### config.mk
export PLATFORM = sky130hd
export DESIGN_NAME = vendor_param
export DESIGN_NICKNAME = d
export VERILOG_FILES = /design/src/rtl/vendor_param.sv
export SDC_FILE = /design/constraint.sdc
export NUM_CORES = 1
export LEC_CHECK = 0
export ABC_CLOCK_PERIOD_IN_PS = 2060
export BUFFER_PORTS_ARGS = -buffer_cell sky130_fd_sc_hd__buf_2
export CAP_MARGIN = 20
export CORE_MARGIN = 1.5
export CORE_UTILIZATION = 53
export DETAILED_ROUTE_END_ITERATION = 8
export HOLD_SLACK_MARGIN = 0.02
export PLACE_DENSITY = 0.85
export SLEW_MARGIN = 20
export SYNTH_ARGS = -nofsm -noshare
export SYNTH_HDL_FRONTEND = slang
export SYNTH_SLANG_ARGS = --single-unit
### constraint.sdc
create_clock -name clk -period 2.06 [get_ports clk]
set_input_delay 0.309 -clock clk [delete_from_list [all_inputs] [get_ports clk]]
set_output_delay 0.309 -clock clk [all_outputs]
set_load 0.1 [all_outputs]
### src/rtl/vendor_param.sv
// vendor_param: parametrised coin-operated vending controller.
// Accepts two coin denominations, dispenses one item per PRICE of credit and
// returns change serially as one-unit pulses. Optional refund-on-cancel support
// is compiled in when the VEND_CANCEL_EN macro is defined.
module vendor_param #(
    parameter int unsigned PRICE      = 3,
    parameter int unsigned COIN_A_VAL = 1,
    parameter int unsigned COIN_B_VAL = 2,
    parameter int unsigned CREDIT_W   = 4
) (
    input  logic                clk,
    input  logic                reset,
    input  logic                coin_1,
    input  logic                coin_2,
    input  logic                cancel,
    output logic                dispense,
    output logic                change,
    output logic                coin_reject,
    output logic                busy,
    output logic [CREDIT_W-1:0] credit
);

    localparam logic [CREDIT_W-1:0] PriceW = CREDIT_W'(PRICE);
    localparam logic [CREDIT_W-1:0] CoinAW = CREDIT_W'(COIN_A_VAL);
    localparam logic [CREDIT_W-1:0] CoinBW = CREDIT_W'(COIN_B_VAL);

`ifdef VEND_CANCEL_EN
    typedef enum logic [1:0] {StIdle, StVend, StChange, StRefund} state_e;
`else
    typedef enum logic [1:0] {StIdle, StVend, StChange} state_e;
    // Port kept for pin compatibility; nothing consumes it in this build.
    logic unused_cancel;
    assign unused_cancel = cancel;
`endif

    state_e              state_q, state_d;
    logic [CREDIT_W-1:0] credit_q, credit_d;
    logic [CREDIT_W-1:0] owed_q, owed_d;
    logic [CREDIT_W-1:0] sum;
    logic                coin_reject_q;

    // Credit after this cycle's coins; the width rule guarantees no wrap.
    always_comb begin
        sum = credit_q + (coin_1 ? CoinAW : '0) + (coin_2 ? CoinBW : '0);
    end

    // Next-state and register updates.
    always_comb begin
        state_d  = state_q;
        credit_d = credit_q;
        owed_d   = owed_q;
        case (state_q)
            StIdle: begin
`ifdef VEND_CANCEL_EN
                // Cancel beats a completing coin: the whole sum goes back.
                if (cancel && (sum != '0)) begin
                    owed_d   = sum;
                    credit_d = '0;
                    state_d  = StRefund;
                end else
`endif
                if (sum >= PriceW) begin
                    owed_d   = sum - PriceW;
                    credit_d = '0;
                    state_d  = StVend;
                end else begin
                    credit_d = sum;
                end
            end
            StVend: begin
                state_d = (owed_q != '0) ? StChange : StIdle;
            end
            StChange: begin
                owed_d = owed_q - 1'b1;
                if (owed_q == CREDIT_W'(1)) state_d = StIdle;
            end
`ifdef VEND_CANCEL_EN
            StRefund: begin
                owed_d = owed_q - 1'b1;
                if (owed_q == CREDIT_W'(1)) state_d = StIdle;
            end
`endif
            default: state_d = StIdle;
        endcase
    end

    // Moore output decodes of the registered state.
    always_comb begin
        dispense = (state_q == StVend);
`ifdef VEND_CANCEL_EN
        change   = (state_q == StChange) || (state_q == StRefund);
`else
        change   = (state_q == StChange);
`endif
        busy     = (state_q != StIdle);
        credit   = busy ? '0 : credit_q;
    end

    assign coin_reject = coin_reject_q;

    // State registers with synchronous active-low reset; busy-time coins are dropped.
    always_ff @(posedge clk) begin
        if (!reset) begin
            state_q       <= StIdle;
            credit_q      <= '0;
            owed_q        <= '0;
            coin_reject_q <= 1'b0;
        end else begin
            state_q       <= state_d;
            credit_q      <= credit_d;
            owed_q        <= owed_d;
            coin_reject_q <= busy && (coin_1 || coin_2);
        end
    end

endmodule

; ---- After elaboration in Yosys (flattened, before gate mapping)
; Cells that the tools add are included.
[word_totals]
output_inout_bits = 8
ff_bits = 11
[classes]
n_eq_ne = 5
reduce_logical = 8
mux = 10
add_sub_neg = 4
order_cmp = 1
[op_table]
columns = operator, n
row1 = $mux W4, 3
row2 = $mux W2, 4
row3 = $pmux W4 S2, 1
row4 = $pmux W2 S3, 1
row5 = $add A4 B1 Y4, 1
row6 = $add A4 B2 Y4, 1
row7 = $eq A4 B1 Y1 const B, 1
row8 = $ge A4 B2 Y1 const B, 1
row9 = $reduce_and A2 Y1, 2
row10 = $reduce_bool A2 Y1, 2
row11 = $reduce_bool A4 Y1, 1
row12 = $sub A4 B1 Y4 const B, 1
row13 = $sub A4 B2 Y4 const B, 1
row14 = $eq A2 B1 Y1 const B, 1
row15 = $eq A2 B2 Y1 const B, 1
row16 = $logic_not A2 Y1, 1
row17 = $ne A2 B1 Y1 const B, 1
row18 = $ne A2 B2 Y1 const B, 1
row19 = $logic_and A1 B1 Y1, 1
row20 = $logic_or A1 B1 Y1, 1
row21 = $mux W1, 1

; ---- Longest topological paths before layout
; Gate-level depths: netlist of the first run.
[logic_depth]
ltp_word = 6
ltp_mapped = 7
ltp_nobuf = 7

; ---- Worst setup path after synthesis of the first run
; No wires, ideal clock.
[synth_timing]
path_kind = reg-to-reg
startpoint = register state_q[0]
endpoint = register state_q[1]
slack_ns = -0.153
setup_ns = 0.072
arrival_ns = 2.141
path_stages_with_launch = 5
path_buffers = 1
path_cell_list = dfxtp_1 -> buf_2 -> nor2b_1 -> a22oi_1 -> nor2_1
[synth_rtl]
columns = element, line
row1 = start: declaration, 36  ; state_e state_q, state_d;
row2 = start signal: assignment, 104  ; state_q <= StIdle;
row3 = start signal: assignment, 109  ; state_q <= state_d;
row4 = $eq A2 B1 Y1, n/a
row5 = net dispense, 16  ; output logic dispense,
row6 = $pmux W2 S3, 52  ; case (state_q)
; The timed path passes the listed nets, and every way through them passes these cells.
; A chain may end at the register's enable or synchronous reset.

; ---- Worst setup path after layout of the first run
[layout_timing]
startpoint = register credit_q[0]
endpoint = register owed_q[0]
[layout_via]
elab_chain_len = 5
[layout_lines]
columns = element, line
row1 = start: declaration, 37  ; logic [CREDIT_W-1:0] credit_q, credit_d;
row2 = start signal: assignment, 110  ; credit_q <= credit_d;
row3 = $add A4 B1 Y4 (*), 44  ; sum = credit_q + (coin_1 ? CoinAW : '0) + (coin_2 ? CoinBW : '0);
row4 = $add A4 B2 Y4 (*), 44
row5 = $sub A4 B2 Y4 or $ge A4 B2 Y1 (tied branches), "63, 62"
row6 = $mux W4 or $ne A2 B2 Y1 (tied branches), n/a
row7 = $pmux W4 S2 or $reduce_and A2 Y1 (tied branches), n/a
row8 = end signal: assignment, 111  ; owed_q <= owed_d;
row9 = end: declaration, 38  ; logic [CREDIT_W-1:0] owed_q, owed_d;
; Mark *: on every way between the ends. The rest lies on a longest branch, timed or not. The select of a mux whose other input is x is not followed.

==> results of run 1 <==
critical path, stage by stage, from the launching register on:
cell and delay [ps]:
sky130_fd_sc_hd__dfxtp_1 330, sky130_fd_sc_hd__ha_1 210, sky130_fd_sc_hd__fa_1 520, sky130_fd_sc_hd__ha_1 270
sky130_fd_sc_hd__nor2_4 90, sky130_fd_sc_hd__a211o_1 300, sky130_fd_sc_hd__a41oi_2 150
per-stage QoR:
stage | area, µm² | setup TNS [ps] | util (%)
after detailed placement | 877.1 | -11.42 | 64.97
after CTS | 903.4 | 0 | 66.91
after global routing | 908.4 | 0 | 67.28
after floorplan | 790.8 | 0 | -
final | 908.4 | 0 | 67.28
after global placement | 877.1 | 0 | 64.97
final cells by class:
type	count	share of cell area, %
Multi-Input combinational cell	67	57.30
Sequential cell	11	24.24
Timing Repair Buffer	17	11.02
Clock buffer	4	2.893
Inverter	6	2.479
Tap cell	15	2.066
timing repair:
item | in CTS | in global routing
resized for setup | 0 | 1
endpoints found under the setup margin | 0 | 1
buffers inserted | 0 | 0
synthesized netlist by cell type, types with 3 or more instances:
cell / count
sky130_fd_sc_hd__dfxtp_1: 11
sky130_fd_sc_hd__nand2_1: 9
sky130_fd_sc_hd__a21oi_1: 6
sky130_fd_sc_hd__ha_1: 6
sky130_fd_sc_hd__inv_1: 5
sky130_fd_sc_hd__and2_1: 4
sky130_fd_sc_hd__nand4_1: 4
sky130_fd_sc_hd__nor2_1: 4
sky130_fd_sc_hd__xnor2_1: 4
sky130_fd_sc_hd__nor2b_1: 3
sky130_fd_sc_hd__nor3_1: 3
sequential cells by signal (all words and copies together) (netlist names):
| name | flops |
|---|---|
| coin_reject | 1 |
| credit_q | 4 |
| owed_q | 4 |
| state_q | 2 |
logic make-up (layout without fill, tap and decap cells):
logic type	Yosys count	in the layout	share of synthesized area, %
xor+xnor	5	5	7.937
compound gates	19	19	18.41
mux	2	2	2.540
fa+ha+maj	7	7	12.06
flops	11	11	27.94
buf+inv	10	27	6.984
simple gates	34	34	24.12
how the worst max path moves through the flow:
stage	from	endpoint	depth (start not counted)	slack, ps
3_5_place_dp	coin_1	owed_q[2]$_SDFFE_PN0P_	7	-10
2_1_floorplan	coin_1	owed_q[2]$_SDFFE_PN0P_	6	170
4_1_cts	credit_q[0]$_SDFFE_PN0N_	owed_q[2]$_SDFFE_PN0P_	6	80
5_1_grt	credit_q[0]$_SDFFE_PN0N_	owed_q[1]$_SDFFE_PN0P_	7	40
6_report	credit_q[0]$_SDFFE_PN0N_	owed_q[0]$_SDFFE_PN0P_	6	120
3_3_place_gp	coin_1	owed_q[2]$_SDFFE_PN0P_	7	10
layer usage:
metal	share of wire (%)	wire length [µm]	GRT usage, %
met5	0	0	0
met4	0.82	13	7.742
met3	4.1	65	6.957
met2	47	739	32.50
met1	48	766	23.59
==> metrics.txt, run 1 <==
# TYPE chip_impl_metric gauge
chip_impl_info{name="status",value="finished clean"} 1
chip_impl_metric{name="clk_transition_reported_paths",unit="ps"} 70
chip_impl_metric{name="synthesis.instances",unit=""} 88
chip_impl_metric{name="groute.usage.overall",unit="%"} 19.86
chip_impl_metric{name="yosys.cell_types.count",unit=""} 34
chip_impl_metric{name="layout.area.seq",unit="µm²"} 220.2
chip_impl_metric{name="worstSkewPairLatency",unit="ps"} 280
chip_impl_info{name="setup_repair_after_global_routing_missed_its_margin",value="false"} 1
chip_impl_info{name="critical_path.startpoint_type",value="flip-flop"} 1
chip_impl_metric{name="fill_cells",unit=""} 116
chip_impl_metric{name="dr_total_vias",unit=""} 671
chip_impl_metric{name="number_of_global_route_vias_before_repair",unit=""} 640
chip_impl_metric{name="place.detailed.hpwl",unit="µm"} 1155
chip_impl_metric{name="worst_pin_slew",unit="ps"} 486.6
chip_impl_metric{name="die_height",unit="µm"} 41.57
chip_impl_metric{name="finalNetCount",unit=""} 118
chip_impl_metric{name="core.rowCount",unit=""} 13
chip_impl_metric{name="synthesis.area",unit="µm²"} 788.3
chip_impl_metric{name="final.setup_skew",unit="ps"} 3.133
chip_impl_metric{name="worst_setup_slack_before_clock_tree_synthesis",unit="ps"} -11.42
chip_impl_metric{name="synth_top_area_share",unit="%"} 27.94
chip_impl_info{name="critical_path.reg2reg.endpoint",value="owed_q[0]$_SDFFE_PN0P_"} 1
chip_impl_metric{name="holdPathStages",unit=""} 3
chip_impl_metric{name="fin_worst_hold_slack",unit="ps"} 317.0
chip_impl_metric{name="crit_arrival",unit="ps"} 2140
chip_impl_metric{name="detail_route.first_pass.iterations",unit=""} 4
chip_impl_metric{name="ctsLongestPathBuffers",unit=""} 2
chip_impl_metric{name="h-tree-depth",unit=""} 1
chip_impl_metric{name="synth.ff_latch_count",unit=""} 11
chip_impl_metric{name="drive_gt1_share",unit="%"} 26.67
chip_impl_info{name="hp-class",value="primary input to flip-flop"} 1
chip_impl_metric{name="tritoncts.num_buffers",unit=""} 3
chip_impl_metric{name="synth_enable_flop_cells",unit=""} 0
chip_impl_metric{name="timing.max_slew.rel_slack",unit="%"} 67.78
chip_impl_metric{name="critical_path_required",unit="ps"} 2260
chip_impl_metric{name="gp_congestion",unit=""} 0.8283
chip_impl_metric{name="asyncSetResetFlopFracSynth",unit="%"} 0
chip_impl_metric{name="clock.fmax",unit="GHz"} 0.5159
chip_impl_metric{name="die_area",unit="µm²"} 1728
chip_impl_info{name="synth-main-ff-cell",value="sky130_fd_sc_hd__dfxtp_1"} 1
chip_impl_metric{name="drtIter0Drc",unit=""} 12
chip_impl_metric{name="final_hold_viol_count",unit=""} 0
chip_impl_info{name="cts.root.buffer_cell",value="sky130_fd_sc_hd__clkbuf_4"} 1
chip_impl_metric{name="synth_seq_area_share",unit="%"} 27.94
chip_impl_metric{name="worstPathMaxFanout",unit=""} 7
chip_impl_metric{name="multi_input_comb_area",unit="µm²"} 520.5
chip_impl_metric{name="wire_per_inst",unit="µm"} 13.21
chip_impl_info{name="layout_common_cells",value="sky130_fd_sc_hd__dfxtp_1, sky130_fd_sc_hd__buf_2, sky130_fd_sc_hd__nand2_1"} 1
chip_impl_metric{name="mapped_nets",unit=""} 100
chip_impl_metric{name="core",unit="µm²"} 1350
chip_impl_metric{name="grt_max_degree",unit=""} 12
chip_impl_metric{name="timing.final.crit_period",unit="ps"} 1938
chip_impl_metric{name="min_period_over_period",unit="%"} 94.09
chip_impl_metric{name="detail_route.drc_violations",unit=""} 0
chip_impl_info{name="origin_of_the_critical_flop_to_flop_path",value="credit_q[0]$_SDFFE_PN0N_"} 1
chip_impl_metric{name="rr_worst_depth",unit=""} 6
chip_impl_info{name="synth_top_cells_by_area",value="sky130_fd_sc_hd__dfxtp_1, sky130_fd_sc_hd__ha_1, sky130_fd_sc_hd__xnor2_1"} 1
chip_impl_metric{name="first_pass_grt_wire_length",unit="µm"} 2649
chip_impl_metric{name="syn_area_per_cell",unit="µm²"} 8.957
chip_impl_metric{name="grt_remaining_overflow",unit=""} 0
chip_impl_metric{name="synthesis.yosys.warnings",unit=""} 0
chip_impl_metric{name="die_w",unit="µm"} 41.57
chip_impl_metric{name="number_of_nets_with_antenna_violations_after_routing",unit=""} 0
chip_impl_metric{name="grt_antenna_before_repair",unit=""} 0
chip_impl_metric{name="setup-violations-final",unit=""} 0
chip_impl_metric{name="place.port_buffers",unit=""} 11
chip_impl_info{name="netlist.top_cell.by_area",value="sky130_fd_sc_hd__dfxtp_1"} 1
chip_impl_metric{name="boundaryPins",unit=""} 13
chip_impl_metric{name="placed_cells",unit=""} 116
chip_impl_info{name="timing.setup.critical_path_class",value="flip-flop to flip-flop"} 1
chip_impl_metric{name="final_max_slew_viol_count",unit=""} 0
chip_impl_info{name="sort_of_element_at_the_end_of_the_critical_path",value="flip-flop"} 1
chip_impl_metric{name="routed_via_density",unit=""} 5.592
chip_impl_metric{name="regToRegSetupSlack",unit="ps"} 120
chip_impl_info{name="timing.hold.worst_endpoint",value="owed_q[2]$_SDFFE_PN0P_"} 1
chip_impl_metric{name="start_util",unit="%"} 58.39
chip_impl_metric{name="finalNonFillerCells",unit=""} 120
chip_impl_metric{name="wirelength",unit="µm"} 1585
chip_impl_metric{name="max-cap-violations",unit=""} 0
chip_impl_metric{name="cts_hold_repair.buffers",unit=""} 0
chip_impl_info{name="tritoncts",value="done"} 1
chip_impl_metric{name="cts.sink_count",unit=""} 11
chip_impl_metric{name="n_antenna_cell",unit=""} 0
chip_impl_metric{name="setup_slack",unit="ps"} 121.7
chip_impl_info{name="hold_start",value="reset"} 1
chip_impl_metric{name="synthToLayoutAreaGrowth",unit="%"} 15.24
Power of run 1 is not shown: default switching activity piles up to over one toggle a cycle in this logic, so the estimate is an artifact.
==> run 2: changes to the inputs <==
--- a/config.mk
+++ b/config.mk
@@ -6,14 +6,16 @@
 export NUM_CORES = 1
 export LEC_CHECK = 0
 export ABC_CLOCK_PERIOD_IN_PS = 2060
-export BUFFER_PORTS_ARGS = -buffer_cell sky130_fd_sc_hd__buf_2
+export BUFFER_PORTS_ARGS = -buffer_cell sky130_fd_sc_hd__buf_4
 export CAP_MARGIN = 20
 export CORE_MARGIN = 1.5
 export CORE_UTILIZATION = 53
 export DETAILED_ROUTE_END_ITERATION = 8
 export HOLD_SLACK_MARGIN = 0.02
 export PLACE_DENSITY = 0.85
+export RECOVER_POWER = 100
 export SLEW_MARGIN = 20
 export SYNTH_ARGS = -nofsm -noshare
 export SYNTH_HDL_FRONTEND = slang
 export SYNTH_SLANG_ARGS = --single-unit
+export TNS_END_PERCENT = 30
==> metrics.txt, run 2 (synthesis gave the netlist of run 1 again) <==
# TYPE chip_impl_metric gauge
chip_impl_metric{name="die_height",unit="µm"} 41.57
chip_impl_metric{name="die_area",unit="µm²"} 1728
chip_impl_metric{name="worst_pin_slew",unit="ps"} 545.4
chip_impl_metric{name="core.rowCount",unit=""} 13
chip_impl_metric{name="postLayoutCellArea",unit="µm²"} 937.1
chip_impl_metric{name="grt_max_degree",unit=""} 12
chip_impl_metric{name="detail_route.first_pass.iterations",unit=""} 4
chip_impl_metric{name="dr_total_vias",unit=""} 703
chip_impl_metric{name="die_w",unit="µm"} 41.57
chip_impl_metric{name="grt_remaining_overflow",unit=""} 0
chip_impl_metric{name="place.detailed.hpwl",unit="µm"} 1299
chip_impl_metric{name="placed_cell_area",unit="µm²"} 904.6
chip_impl_metric{name="multi_input_comb_area",unit="µm²"} 529.3
chip_impl_metric{name="drtIter0Drc",unit=""} 20
chip_impl_metric{name="drive_gt1_share",unit="%"} 28.57
chip_impl_info{name="hp-class",value="primary input to flip-flop"} 1
chip_impl_metric{name="synthToLayoutAreaGrowth",unit="%"} 18.89
chip_impl_metric{name="final_hold_viol_count",unit=""} 0
chip_impl_metric{name="wirelength",unit="µm"} 1711
chip_impl_metric{name="placed_cells",unit=""} 116
chip_impl_info{name="hold_start",value="reset"} 1
chip_impl_info{name="sort_of_element_at_the_end_of_the_critical_path",value="flip-flop"} 1
chip_impl_metric{name="ctsLongestPathBuffers",unit=""} 2
chip_impl_metric{name="layout.area.seq",unit="µm²"} 220.2
chip_impl_metric{name="rr_worst_depth",unit=""} 6
chip_impl_metric{name="grt_antenna_before_repair",unit=""} 0
chip_impl_metric{name="timing.final.crit_period",unit="ps"} 1965
chip_impl_metric{name="worstPathMaxFanout",unit=""} 7
chip_impl_info{name="critical_path.reg2reg.endpoint",value="owed_q[0]$_SDFFE_PN0P_"} 1
chip_impl_info{name="tritoncts",value="done"} 1
chip_impl_info{name="setup_repair_after_global_routing_missed_its_margin",value="false"} 1
chip_impl_metric{name="min_period_over_period",unit="%"} 95.37
chip_impl_metric{name="core",unit="µm²"} 1350
chip_impl_metric{name="place.port_buffers",unit=""} 11
chip_impl_info{name="origin_of_the_critical_flop_to_flop_path",value="credit_q[0]$_SDFFE_PN0N_"} 1
chip_impl_metric{name="clk_transition_reported_paths",unit="ps"} 80
chip_impl_metric{name="max-cap-violations",unit=""} 0
chip_impl_info{name="status",value="finished clean"} 1
chip_impl_metric{name="cts.sink_count",unit=""} 11
chip_impl_metric{name="number_of_nets_with_antenna_violations_after_routing",unit=""} 0
chip_impl_info{name="critical_path.startpoint_type",value="flip-flop"} 1
chip_impl_metric{name="regToRegSetupSlack",unit="ps"} 100
chip_impl_metric{name="worstSkewPairLatency",unit="ps"} 270
chip_impl_metric{name="n_antenna_cell",unit=""} 0
chip_impl_metric{name="start_util",unit="%"} 58.39
chip_impl_metric{name="h-tree-depth",unit=""} 1
chip_impl_metric{name="gp_congestion",unit=""} 0.7775
chip_impl_metric{name="routed_via_density",unit=""} 5.858
chip_impl_metric{name="setup_slack",unit="ps"} 95.35
chip_impl_metric{name="cts_hold_repair.buffers",unit=""} 0
chip_impl_info{name="most_common_library_cell_in_the_layout_ignoring_fill_and_taps",value="sky130_fd_sc_hd__dfxtp_1"} 1
chip_impl_metric{name="groute.usage.overall",unit="%"} 21.87
chip_impl_metric{name="worst_setup_slack_before_clock_tree_synthesis",unit="ps"} -43.72
chip_impl_info{name="top_regs",value="credit_q x4, owed_q x4, state_q x2"} 1
chip_impl_metric{name="final.setup_skew",unit="ps"} 10.56
chip_impl_info{name="cts.root.buffer_cell",value="sky130_fd_sc_hd__clkbuf_4"} 1
chip_impl_metric{name="clock.fmax",unit="GHz"} 0.5090
chip_impl_info{name="endpoint",value="owed_q[0]$_SDFFE_PN0P_"} 1
chip_impl_metric{name="detail_route.drc_violations",unit=""} 0
chip_impl_metric{name="fill_cells",unit=""} 120
chip_impl_metric{name="final_max_slew_viol_count",unit=""} 0
chip_impl_metric{name="tritoncts.num_buffers",unit=""} 3
chip_impl_metric{name="finalNonFillerCells",unit=""} 120
chip_impl_info{name="critical_path.startpoint",value="credit_q[0]$_SDFFE_PN0N_"} 1
chip_impl_metric{name="setup-violations-final",unit=""} 0
chip_impl_metric{name="number_of_global_route_vias_before_repair",unit=""} 664
chip_impl_metric{name="wire_per_inst",unit="µm"} 14.26
chip_impl_metric{name="timing.max_slew.rel_slack",unit="%"} 63.79
chip_impl_metric{name="crit_arrival",unit="ps"} 2160
chip_impl_metric{name="critical_path_required",unit="ps"} 2250
chip_impl_metric{name="finalNetCount",unit=""} 118
chip_impl_info{name="layout_common_cells",value="sky130_fd_sc_hd__dfxtp_1, sky130_fd_sc_hd__nand2_1, sky130_fd_sc_hd__buf_4, sky130_fd_sc_hd__clkbuf_4"} 1
chip_impl_metric{name="boundaryPins",unit=""} 13
chip_impl_metric{name="first_pass_grt_wire_length",unit="µm"} 2884
chip_impl_info{name="timing.setup.critical_path_class",value="flip-flop to flip-flop"} 1
-- run 2: changes by cell type in the layout (fill, tap and decap cells not counted), sizes merged --
cell	change
clkbuf	+7
buf	-7
-- run 2: critical path, stage by stage (launching register included) --
cell and delay, ps:
sky130_fd_sc_hd__dfxtp_1 330, sky130_fd_sc_hd__ha_1 210, sky130_fd_sc_hd__fa_2 540, sky130_fd_sc_hd__ha_1 260, sky130_fd_sc_hd__nor2_4 90, sky130_fd_sc_hd__a211o_1 310
sky130_fd_sc_hd__a41oi_2 150
-- run 2: per-layer routing --
layer  track usage [%]  routed length, µm
met5                 0                  0
met3             5.217                 66
met4             10.97                 21
met2             34.06                831
met1             28.07                791
-- run 2: timing repair --
| action | CTS | global route |
|---|---|---|
| hold endpoints to repair | 0 | 0 |
| setup endpoints to repair | 0 | 2 |
| gates resized for setup | 0 | 4 |
| buffers inserted | 0 | 0 |
-- run 2: layout make-up --
class                           count  area share, %
Timing Repair Buffer               17          12.82
Multi-Input combinational cell     67          56.48
Sequential cell                    11          23.50
Clock buffer                        4          2.804
Inverter                            6          2.403
Tap cell                           15          2.003
-- run 2: metrics by stage --
stage | setup TNS, ps | hold slack [ps] | util (%)
after floorplan | 0 | 444.0 | -
after global placement | -0.5218 | 463.7 | 67.01
after CTS | 0 | 300.3 | 68.95
after global routing | 0 | 292.4 | 69.42
final | 0 | 296.8 | 69.42
after detailed placement | -80.94 | 475.8 | 67.01
-- run 2: how the worst min path moves through the flow --
stage	to	cells after the start
after global routing	credit_q[3]$_SDFFE_PN0N_	2
after floorplan	credit_q[0]$_SDFFE_PN0N_	2
after CTS	credit_q[3]$_SDFFE_PN0N_	2
final	credit_q[3]$_SDFFE_PN0N_	2
after global placement	credit_q[0]$_SDFFE_PN0N_	2
after detailed placement	credit_q[0]$_SDFFE_PN0N_	2
Power of run 2 is left out for the same reason.
==> run 3: changes to the inputs <==
--- a/config.mk
+++ b/config.mk
@@ -12,7 +12,7 @@
 export CORE_UTILIZATION = 53
 export DETAILED_ROUTE_END_ITERATION = 8
 export HOLD_SLACK_MARGIN = 0.02
-export PLACE_DENSITY = 0.85
+export PLACE_DENSITY = 0.77
 export RECOVER_POWER = 100
 export SLEW_MARGIN = 20
 export SYNTH_ARGS = -nofsm -noshare
==> metrics.txt, run 3 (synthesis gave the netlist of run 1 again) <==
# TYPE chip_impl_metric gauge
chip_impl_info{name="status",value="finished clean"} 1
chip_impl_metric{name="h-tree-depth",unit=""} 1
chip_impl_metric{name="drive_gt1_share",unit="%"} 28.04
chip_impl_metric{name="setup_slack",unit="ps"} 106.3
chip_impl_metric{name="place.port_buffers",unit=""} 11
chip_impl_metric{name="die_w",unit="µm"} 41.57
chip_impl_metric{name="worst_setup_slack_before_clock_tree_synthesis",unit="ps"} -35.79
chip_impl_metric{name="first_pass_grt_wire_length",unit="µm"} 2829
chip_impl_metric{name="ctsLongestPathBuffers",unit=""} 2
chip_impl_metric{name="clk_transition_reported_paths",unit="ps"} 70
chip_impl_metric{name="routed_via_density",unit=""} 5.443
chip_impl_metric{name="core",unit="µm²"} 1350
chip_impl_metric{name="timing.max_slew.rel_slack",unit="%"} 63.95
chip_impl_metric{name="global_route.usage.met2",unit="%"} 34.06
chip_impl_metric{name="clock.fmax",unit="GHz"} 0.5118
chip_impl_metric{name="worst_pin_slew",unit="ps"} 543.1
chip_impl_metric{name="worstPathMaxFanout",unit=""} 3
chip_impl_info{name="timing.setup.critical_path_class",value="flip-flop to flip-flop"} 1
chip_impl_info{name="most_common_library_cell_in_the_layout_ignoring_fill_and_taps",value="sky130_fd_sc_hd__buf_4"} 1
chip_impl_metric{name="detail_route.drc_violations",unit=""} 0
chip_impl_metric{name="crit_arrival",unit="ps"} 2110
chip_impl_metric{name="finalNetCount",unit=""} 120
chip_impl_metric{name="worstSkewPairLatency",unit="ps"} 270
chip_impl_info{name="cpMaxStageDelayCell",value="sky130_fd_sc_hd__fa_1"} 1
chip_impl_metric{name="place.detailed.hpwl",unit="µm"} 1226
chip_impl_metric{name="number_of_global_route_vias_before_repair",unit=""} 681
chip_impl_metric{name="boundaryPins",unit=""} 13
chip_impl_metric{name="timing.final.crit_period",unit="ps"} 1954
chip_impl_info{name="tritoncts",value="done"} 1
chip_impl_metric{name="start_util",unit="%"} 58.39
chip_impl_metric{name="wire_per_inst",unit="µm"} 13.39
chip_impl_metric{name="tritoncts.num_buffers",unit=""} 3
chip_impl_info{name="critical_path.startpoint_type",value="flip-flop"} 1
chip_impl_metric{name="gp_congestion",unit=""} 0.8403
chip_impl_metric{name="grt_max_degree",unit=""} 12
chip_impl_metric{name="die_height",unit="µm"} 41.57
chip_impl_info{name="setup_repair_after_global_routing_missed_its_margin",value="true"} 1
chip_impl_info{name="sort_of_element_at_the_end_of_the_critical_path",value="flip-flop"} 1
chip_impl_metric{name="synthToLayoutAreaGrowth",unit="%"} 19.52
chip_impl_metric{name="post-cts-setup-buffer-count",unit=""} 0
chip_impl_info{name="hp-class",value="primary input to flip-flop"} 1
chip_impl_metric{name="final_max_slew_viol_count",unit=""} 0
chip_impl_metric{name="min_period_over_period",unit="%"} 94.84
chip_impl_info{name="layout_common_cells",value="sky130_fd_sc_hd__buf_4, sky130_fd_sc_hd__dfxtp_1, sky130_fd_sc_hd__nand2_1, sky130_fd_sc_hd__a21oi_1"} 1
chip_impl_metric{name="cts.sink_count",unit=""} 11
chip_impl_metric{name="n_antenna_cell",unit=""} 0
chip_impl_metric{name="met3_usage",unit="%"} 8.261
chip_impl_metric{name="fin_worst_hold_slack",unit="ps"} 295.2
chip_impl_info{name="cp_cell_sequence",value="ha_1 > fa_1 > ha_2 > nor3_1 > buf_4 > a221oi_1 > a21boi_1"} 1
chip_impl_metric{name="core.rowCount",unit=""} 13
chip_impl_metric{name="final_hold_viol_count",unit=""} 0
chip_impl_metric{name="dr_total_vias",unit=""} 664
chip_impl_metric{name="detail_route.first_pass.iterations",unit=""} 4
chip_impl_metric{name="wirelength",unit="µm"} 1633
chip_impl_metric{name="placed_cells",unit=""} 118
chip_impl_metric{name="setup-violations-final",unit=""} 0
chip_impl_info{name="globalRoute.busiestLayer",value="met2"} 1
chip_impl_metric{name="critical_path_required",unit="ps"} 2220
chip_impl_metric{name="grt_remaining_overflow",unit=""} 0
chip_impl_metric{name="die_area",unit="µm²"} 1728
chip_impl_metric{name="number_of_nets_with_antenna_violations_after_routing",unit=""} 0
chip_impl_metric{name="max-cap-violations",unit=""} 0
chip_impl_metric{name="slowest_delay",unit="ps"} 520
chip_impl_metric{name="grt_antenna_before_repair",unit=""} 0
chip_impl_metric{name="grt_util_met1",unit="%"} 25.34
chip_impl_info{name="top_regs",value="credit_q x4, owed_q x4, state_q x2"} 1
chip_impl_metric{name="final.setup_skew",unit="ps"} 4.481
chip_impl_metric{name="finalNonFillerCells",unit=""} 122
chip_impl_metric{name="drtIter0Drc",unit=""} 17
chip_impl_info{name="cts.root.buffer_cell",value="sky130_fd_sc_hd__clkbuf_4"} 1
chip_impl_metric{name="groute.usage.overall",unit="%"} 21.07
[run 3: changes by cell type in the layout (fill, tap and decap cells not counted), sizes merged]
cell	change
buf	+5
clkbuf	-3
[run 3: stage by stage]
step                      TNS [ps]  utilization (%)  area, µm²
after floorplan                  0                -      790.8
after global placement      -26.28            68.12      919.6
after detailed placement    -90.95            68.12      919.6
after CTS                        0            70.06      945.9
after global routing        -2.408            69.79      942.2
final                            0            69.79      942.2
[run 3: final timing paths]
path                             from                        to  slack (ps)  depth (start not counted)
max          credit_q[0]$_SDFFE_PN0N_    owed_q[3]$_SDFFE_PN0P_         110                          7
min                             reset  credit_q[3]$_SDFFE_PN0N_         300                          2
max reg2reg  credit_q[0]$_SDFFE_PN0N_    owed_q[3]$_SDFFE_PN0P_         110                          7
min reg2reg  credit_q[0]$_SDFFE_PN0N_  credit_q[0]$_SDFFE_PN0N_         470                          2
[run 3: cell type report]
| type | instances | area, µm² |
|---|---|---|
| clock buffer | 4 | 26.28 |
| fill | 123 | 407.9 |
| tap | 15 | 18.77 |
| timing repair buffer | 19 | 131.4 |
| multi-input combinational | 67 | 523.0 |
| inverter | 6 | 22.52 |
| sequential | 11 | 220.2 |
[run 3: worst max-delay path, delay by kind of cell, from the launching register on]
kind                       cells  cell delay [ps]
adders and majority gates      3              940
buffers and inverters          1              150
DFF                            1              320
AOI/OAI and AO/OA              2              370
and+or+nand+nor                1               60
[run 3: timing repair]
action | 4_1_cts | 5_1_grt
gates resized for setup | 0 | 2
setup endpoints to repair | 0 | 2
hold buffers | 0 | 0
[run 3: layer usage]
metal | vias to the layer above | share of wire (%)
met3 | 2 | 3.4
met5 | - | 0
met2 | 9 | 47
met1 | 304 | 49
li1 | 349 | -
met4 | 0 | 0.43
Power of run 3 is left out for the same reason.
